==> src/rtl/writeback_arbiter.sv <==
// writeback_arbiter: round-robin arbiter driving the register-file write port, with a pending-write scoreboard
module writeback_arbiter #(
  parameter int NUM_SRC = 3
) (
  input  logic                  clk,
  input  logic                  reset,
  input  logic [NUM_SRC-1:0]    src_valid,
  output logic [NUM_SRC-1:0]    src_ready,
  input  logic [5*NUM_SRC-1:0]  src_addr,
  input  logic [32*NUM_SRC-1:0] src_data,
  input  logic                  issue_valid,
  input  logic [4:0]            issue_addr,
  output logic [31:0]           busy,
  output logic                  reg_wren,
  output logic [4:0]            write_address,
  output logic [31:0]           write_data
);
  localparam int PW = $clog2(NUM_SRC);
  logic [PW-1:0] rr_ptr, grant, rr_next;
  logic          any, xfer;
  logic [4:0]    sel_addr;
  logic [31:0]   sel_data, busy_next;
  always_comb begin
    int idx;
    idx = 0;
    any = 1'b0;
    grant = '0;
    sel_addr = '0;
    sel_data = '0;
    for (int k = 0; k < NUM_SRC; k++) begin
      idx = (int'(rr_ptr) + k) % NUM_SRC;
      if (!any && src_valid[idx]) begin
        any = 1'b1;
        grant = PW'(idx);
        sel_addr = src_addr[idx*5 +: 5];
        sel_data = src_data[idx*32 +: 32];
      end
    end
  end
  // Ready is suppressed during reset so no handshake can complete then
  assign xfer = any && !reset;
  assign src_ready = xfer ? (NUM_SRC'(1) << grant) : '0;
  assign rr_next = (grant == PW'(NUM_SRC - 1)) ? '0 : grant + PW'(1);
  // Set is applied after clear so a same-address issue keeps the bit high
  always_comb begin
    busy_next = busy;
    if (reg_wren) busy_next[write_address] = 1'b0;
    if (issue_valid && issue_addr != 5'd0) busy_next[issue_addr] = 1'b1;
    busy_next[0] = 1'b0;
  end
  always_ff @(posedge clk or posedge reset) begin
    if (reset) begin
      rr_ptr <= '0;
      reg_wren <= 1'b0;
      write_address <= '0;
      write_data <= '0;
      busy <= '0;
    end else begin
      rr_ptr <= xfer ? rr_next : rr_ptr;
      reg_wren <= xfer && sel_addr != 5'd0;
      write_address <= xfer ? sel_addr : write_address;
      write_data <= xfer ? sel_data : write_data;
      busy <= busy_next;
    end
  end
endmodule
==> config.mk <==
export PLATFORM = sky130hd
export DESIGN_NAME = writeback_arbiter
export DESIGN_NICKNAME = d
export VERILOG_FILES = /design/src/rtl/writeback_arbiter.sv
export SDC_FILE = /design/constraint.sdc
export NUM_CORES = 1
export LEC_CHECK = 0
export CORE_MARGIN = 8
export CORE_UTILIZATION = 40
export CTS_CLUSTER_DIAMETER = 50
export CTS_CLUSTER_SIZE = 28
export DETAILED_ROUTE_END_ITERATION = 12
export MAX_ROUTING_LAYER = met4
export PLACE_DENSITY = 0.78
export SETUP_SLACK_MARGIN = 0.3
export SYNTH_ARGS = -nofsm -noshare
export SYNTH_HDL_FRONTEND = slang
export SYNTH_SLANG_ARGS = --single-unit
export TNS_END_PERCENT = 50
==> constraint.sdc <==
create_clock -name clk -period 5.91 [get_ports clk]
set_clock_uncertainty 0.2 [all_clocks]
set_input_delay 1.4775 -clock clk [delete_from_list [all_inputs] [get_ports clk]]
set_output_delay 1.4775 -clock clk [all_outputs]
set_load 0.01 [all_outputs]
==> qor.yml, run 1 <==
route:
  vias: 6756
  drt_iter0_markers: 624
  avgRoutedWirePerCell_um: 19.4
  routed_via_density: 5.96
  drt-total-wl_mm: 21.9
  drc_errors: 0
  drt-pass1-iter-count: 6
  ant_nets: 0
die:
  die_w_um: 141
  io_pins: 195
  core_area_um2: 15200
  rows: 45
  dieArea_um2: 19800
  start_util: 0.409
  die_h_um: 141
power_and_ir_drop:
  p_comb_frac: 0.730
  power_frac_seq: 0.174
  switching_share: 0.472
  p_leak_nw: 3.28
  power.density_nw_per_um2: 599
  netSwitchingPower_mw: 2.42
  p_int_mw: 2.70
  pwr-share-clk: 0.096
  ir_worst_vdd_mv: 0.373
setup_path:
  crit_fanout: 6
  crit_type: "in2out"
  path_buf_inv: 2
  endpoint_kind: "primary output"
  crit_arrival_ps: 3720
  path_cells: "clkdlybuf4s50_1 > mux2i_1 > o21a_1 > a31oi_1 > o22a_1 > and2_1 > nor2b_1 > clkdlybuf4s50_1"
  crit_cells: 8
  worst_ep_required_time_ps: 4230
  r2r_cells: 15
  crit_slowest_cell: "clkdlybuf4s50_1"
  crit_top_cell: "clkdlybuf4s50_1"
  crit_family: "buffers and inverters"
  critPathLaunchType: "input port"
  cpPeakStageDelay_ps: 590
place:
  dp_hpwl_mm: 15.1
  routabilityCongestion: 0.947
  io_buffer_count: 193
  postPlaceCellArea_um2: 8280
timing:
  hold_viol: 0
  fmax_mhz: 185
  maxSlewViolCount: 0
  whs_ps: 307
  setup_violations: 0
  slew_headroom: 0.266
  tightestPinTransition_ps: 1100
  fin_crit_ps: 5400
  finalSetupTns_ps: 0
  timing.final.crit_share: 0.913
  rsz0062_at_grt: "no"
status:
  status: "complete, no violations"
synthesis:
  synth.area.top_cells: "dfrtp_1, mux2i_1, o21ai_0"
  syn_nets: 917
  ys_seq_elements: 71
  postSynthAreaPerCell_um2: 7.95
  yosys-top-cells-count: "o21ai_0, nand2_1, mux2i_1"
  ys.flop_type: "dfrtp_1"
  synth.distinct_cells: 60
  synth_edf_count: 0
  yosysWarnings: 0
  ys_seq_area_frac: 0.286
  syn-instance-count: 783
  synth_area_um2: 6220
  yosysMostFrequentCell: "o21ai_0"
  synthArstFlopShare: 1.00
  yosysTopAreaCellShare: 0.286
  yosys.area.top_type: "dfrtp_1"
cts:
  htreeDepth: 3
  root_buffer: "clkbuf_16"
  cts_resized: 0
  clkLatencyLatePin_ps: 330
  numClockSinks: 71
  cts_buffers: 9
  hold_buffers: 0
  cts.path.max_buffers: 2
  cts_tree: "done"
  clk_pin_slew_ps: 60
  post-cts-setup-buffers: 0
global_route:
  grt_pass1_wl_mm: 34.4
  globalRoute.totalOverflow: 0
  grt_pass1_vias: 6675
  grt_antenna_before_repair: 0
  gr-usage-all-layers: 0.219
  grt_max_degree: 77
layout:
  drive_gt1_frac: 0.0603
  nNetsFinal: 1075
  antenna_cells: 0
  syn_to_final_growth_pct: 37.4
  final_cell_area_um2: 8550
hold_path:
  min_path_cells: 2
  hold_path.class: "reg2reg"
flow_run:
  drv_cap: 0
## per-layer routing
layer	track usage	vias up	part of all wire
met5	-	-	0
met4	0.0532	0	0.013
met3	0.0749	26	0.11
met2	0.358	355	0.46
met1	0.254	3173	0.41
li1	-	3202	-
## layout by cell type, fill, tap and decap left out, types with 6 or more instances in the layout
| master | n |
|---|---|
| mux2i_1 | 115 |
| a21oi_1 | 39 |
| a222oi_1 | 31 |
| nand3_1 | 14 |
| buf_4 | 16 |
| clkdlybuf4s50_1 | 193 |
| nand2_1 | 121 |
| o21ai_0 | 166 |
| dfrtp_1 | 71 |
| inv_1 | 12 |
| nand3b_1 | 11 |
| nor2_1 | 47 |
| ha_1 | 6 |
| clkbuf_16 | 9 |
## per-stage QoR
stage	util	worst slack, ps	power, mW	instances
after floorplan	-	1580	3.38	783
after CTS	0.562	512	5.11	1133
after detailed placement	0.545	520	4.60	1118
after global routing	0.562	340	5.50	1133
final	0.562	513	5.12	1133
after global placement	0.545	528	4.56	1118
## worst min-delay path, delay by kind of cell (launching register included)
family	cells	cell delay, ps
DFF	1	330
AOI/OAI and AO/OA	2	140
## flip-flops by register name (all words and copies together) (netlist names)
register,cells
write_address,5
write_data,32
rr_ptr,2
reg_wren,1
busy,31
## final timing paths
check	startpoint	endpoint	slack [ps]
hold reg to reg	busy[12]	busy[12]	310
setup / recovery	src_valid[2]	src_ready[0]	510
setup reg to reg	rr_ptr[0]	reg_wren	1170
min in group asynchronous	reset	write_data[27]	1560
max in group asynchronous	reset	busy[16]	2980
hold / removal	busy[12]	busy[12]	310
## cells by family after synthesis
logic type,share of synthesized area
AOI/OAI and AO/OA,0.262
xor gates and xnor gates,0.00563
DFF,0.286
adders and majority gates,0.0265
and+or+nand+nor,0.164
muxes,0.203
other,0.000603
buffers and inverters,0.0523
## layout make-up
type                    instances  area (µm²)
fillers                      1381        6650
clock buffers                   9         225
flip-flops and latches         71        1780
repair buffers                209        2050
inverters                      13        48.8
clock inverters                 6        38.8
well taps                     188         235
multi-input cells             637        4170
## power by group through the flow
stage / Combinational, mW / Sequential [mW] / Clock [mW]
after floorplan: 2.41 / 0.973 / 0
after global placement: 3.67 / 0.892 / 0
after detailed placement: 3.71 / 0.893 / 0
after CTS: 3.72 / 0.891 / 0.501
after global routing: 4.05 / 0.923 / 0.520
final: 3.74 / 0.892 / 0.491
Power figures use the tool's default switching activity.
==> run 2: changes to the inputs <==
--- a/config.mk
+++ b/config.mk
@@ -12,7 +12,7 @@
 export DETAILED_ROUTE_END_ITERATION = 12
 export MAX_ROUTING_LAYER = met4
 export PLACE_DENSITY = 0.78
-export SETUP_SLACK_MARGIN = 0.3
+export SKIP_LAST_GASP = 1
 export SYNTH_ARGS = -nofsm -noshare
 export SYNTH_HDL_FRONTEND = slang
 export SYNTH_SLANG_ARGS = --single-unit
==> results of run 2 <==
The final DEF is identical to that of run 1; final timing and power are the same.
==> run 3: changes to the inputs <==
--- a/config.mk
+++ b/config.mk
@@ -10,9 +10,10 @@
 export CTS_CLUSTER_DIAMETER = 50
 export CTS_CLUSTER_SIZE = 28
 export DETAILED_ROUTE_END_ITERATION = 12
-export MAX_ROUTING_LAYER = met4
+export HOLD_SLACK_MARGIN = 0.05
 export PLACE_DENSITY = 0.78
 export SKIP_LAST_GASP = 1
+export SLEW_MARGIN = 15
 export SYNTH_ARGS = -nofsm -noshare
 export SYNTH_HDL_FRONTEND = slang
 export SYNTH_SLANG_ARGS = --single-unit
==> qor.yml, run 3 (synthesis results as in run 1) <==
layout:
  largest_register_ffs: 32  # unchanged
  top_regs: "write_data (32), busy (31), write_address (5)"
  antenna_cells: 0  # unchanged
  drive_gt1_frac: 0.0561  # -0.00417
  nNetsFinal: 1074  # -0.093%
  largest_register: "write_data"
  layout_common_cells: "clkdlybuf4s50_1, o21ai_0, nand2_1"
  stdcell_count: 1132  # -0.088%
  final_common_cell: "clkdlybuf4s50_1"
  syn_to_final_growth_pct: 37.2
  fillCellCount: 1423  # +3.0%
cts:
  numClockSinks: 71  # unchanged
  root_buffer: "clkbuf_16"
  clk_pin_slew_ps: 60  # about the same
  htreeDepth: 3  # unchanged
  cts_buffers: 9  # unchanged
  hold_buffers: 0  # unchanged
  cts_tree: "done"
  cts.path.max_buffers: 2  # unchanged
  cts_resized: 0  # unchanged
  post-cts-setup-buffers: 0  # unchanged
  clkLatencyLatePin_ps: 330  # about the same
die:
  dieArea_um2: 19800  # unchanged
  die_w_um: 141  # unchanged
  start_util: 0.409  # unchanged
  core_area_um2: 15200  # unchanged
  rows: 45  # unchanged
  io_pins: 195  # unchanged
  die_h_um: 141  # unchanged
power_and_ir_drop:
  power.density_nw_per_um2: 600  # +0.16%
  ir_worst_vdd_mv: 0.314  # -16%
  p_leak_nw: 3.27  # -0.30%
global_route:
  grt_max_degree: 74  # -3.9%
  globalRoute.totalOverflow: 0  # unchanged
  gr-usage-all-layers: 0.219  # +0.000613
  grt_pass1_wl_mm: 35.2  # +2.3%
  grt_pass1_vias: 6720  # +0.67%
  grt_antenna_before_repair: 0  # unchanged
timing:
  finalSetupTns_ps: 0  # unchanged
  tightestPinTransition_ps: 1010  # -90.8 ps
  setup_violations: 0  # unchanged
  rsz0062_at_grt: "no"
  timing.final.crit_share: 0.922  # +0.00860
  maxSlewViolCount: 0  # unchanged
  slew_headroom: 0.327  # +0.0605
  fmax_mhz: 184  # -0.93%
  hold_viol: 0  # unchanged
  fin_crit_ps: 5450  # +50.8 ps
place:
  dp.cells: 1117  # -0.089%
  routabilityCongestion: 0.980  # +3.6%
  dp_hpwl_mm: 15.4  # +1.9%
  io_buffer_count: 193  # unchanged
route:
  drt-total-wl_mm: 22.5  # +2.7%
  drt-pass1-iter-count: 9  # +3
  drc_errors: 0  # unchanged
  wl_met3_mm: 2.45  # -2.5%
  highest_layer: "met4"
  wl_met1_mm: 9.24  # +2.2%
  drt_iter0_markers: 527  # -16%
  ant_nets: 0  # unchanged
  vias: 6836  # +1.2%
  routed_via_density: 6.04  # +1.3%
  wl_met2_mm: 10.5  # +3.7%
  avgRoutedWirePerCell_um: 19.9  # +2.8%
setup_path:
  endpoint_kind: "primary output"
  worst_ep_required_time_ps: 4230  # about the same
  r2r_cells: 15  # unchanged
  crit_type: "in2out"
  crit_fanout: 6  # unchanged
  critPathLaunchType: "input port"
  crit_arrival_ps: 3770  # +50 ps
hold_path:
  min_path_cells: 2  # unchanged
  hold_path.class: "reg2reg"
flow_run:
  drv_cap: 0  # unchanged
status:
  status: "complete, no violations"
-- run 3: cell types whose count changed in the layout (fill, tap and decap cells not counted) --
| cell | before | now |
|---|---|---|
| clkbuf_1 | 0 | 3 |
| clkinv_2 | 3 | 1 |
| buf_4 | 16 | 15 |
| clkinvlp_4 | 2 | 1 |
-- run 3: power by group --
part	internal (mW)	leakage (nW)	switching (mW)
registers	0.729	0.790	0.165
logic	1.69	2.36	2.05
clock network	0.282	0.123	0.203
-- run 3: final timing paths --
path                              startpoint  slack [ps]             end
worst min register to register      busy[15]         310        busy[15]
min in group asynchronous              reset        1550  write_data[24]
worst max-delay path            src_valid[2]         460    src_ready[0]
max in group asynchronous              reset        2970         busy[7]
worst min-delay path                busy[15]         310        busy[15]
worst max register to register     rr_ptr[0]        1190        reg_wren
-- run 3: per-stage QoR --
stage                     worst slack, ps  power [mW]  utilization  hold WS [ps]  cell area (µm²)
final                                 462        5.12        0.561           311             8530
after global routing                  327        5.50        0.561           347             8530
after CTS                             472        5.11        0.561           314             8530
after detailed placement              476        4.60        0.544           300             8280
after global placement                542        4.54        0.544           289             8280
after floorplan                      1580        3.38            -           340             6220
-- run 3: layout make-up --
cell class / count / area, µm² / share of cell area
Sequential cell: 71 / 1780 / 0.208
Clock buffer: 12 / 236 / 0.0277
Clock inverter: 3 / 21.3 / 0.00249
Timing Repair Buffer: 208 / 2040 / 0.240
Tap cell: 188 / 235 / 0.0276
Inverter: 13 / 48.8 / 0.00572
Multi-Input combinational cell: 637 / 4170 / 0.489
-- run 3: per-layer routing --
layer | track usage | vias up
met4 | 0.0617 | 0
li1 | - | 3202
met5 | 0 | -
met1 | 0.256 | 3253
met2 | 0.369 | 349
met3 | 0.0827 | 32
-- run 3: critical path, cell delays in order --
cell,delay [ps]
clkdlybuf4s50_1,590
mux2i_1,160
o21a_1,260
a31oi_1,150
o22a_1,170
and2_1,150
nor2b_1,230
clkdlybuf4s50_1,580
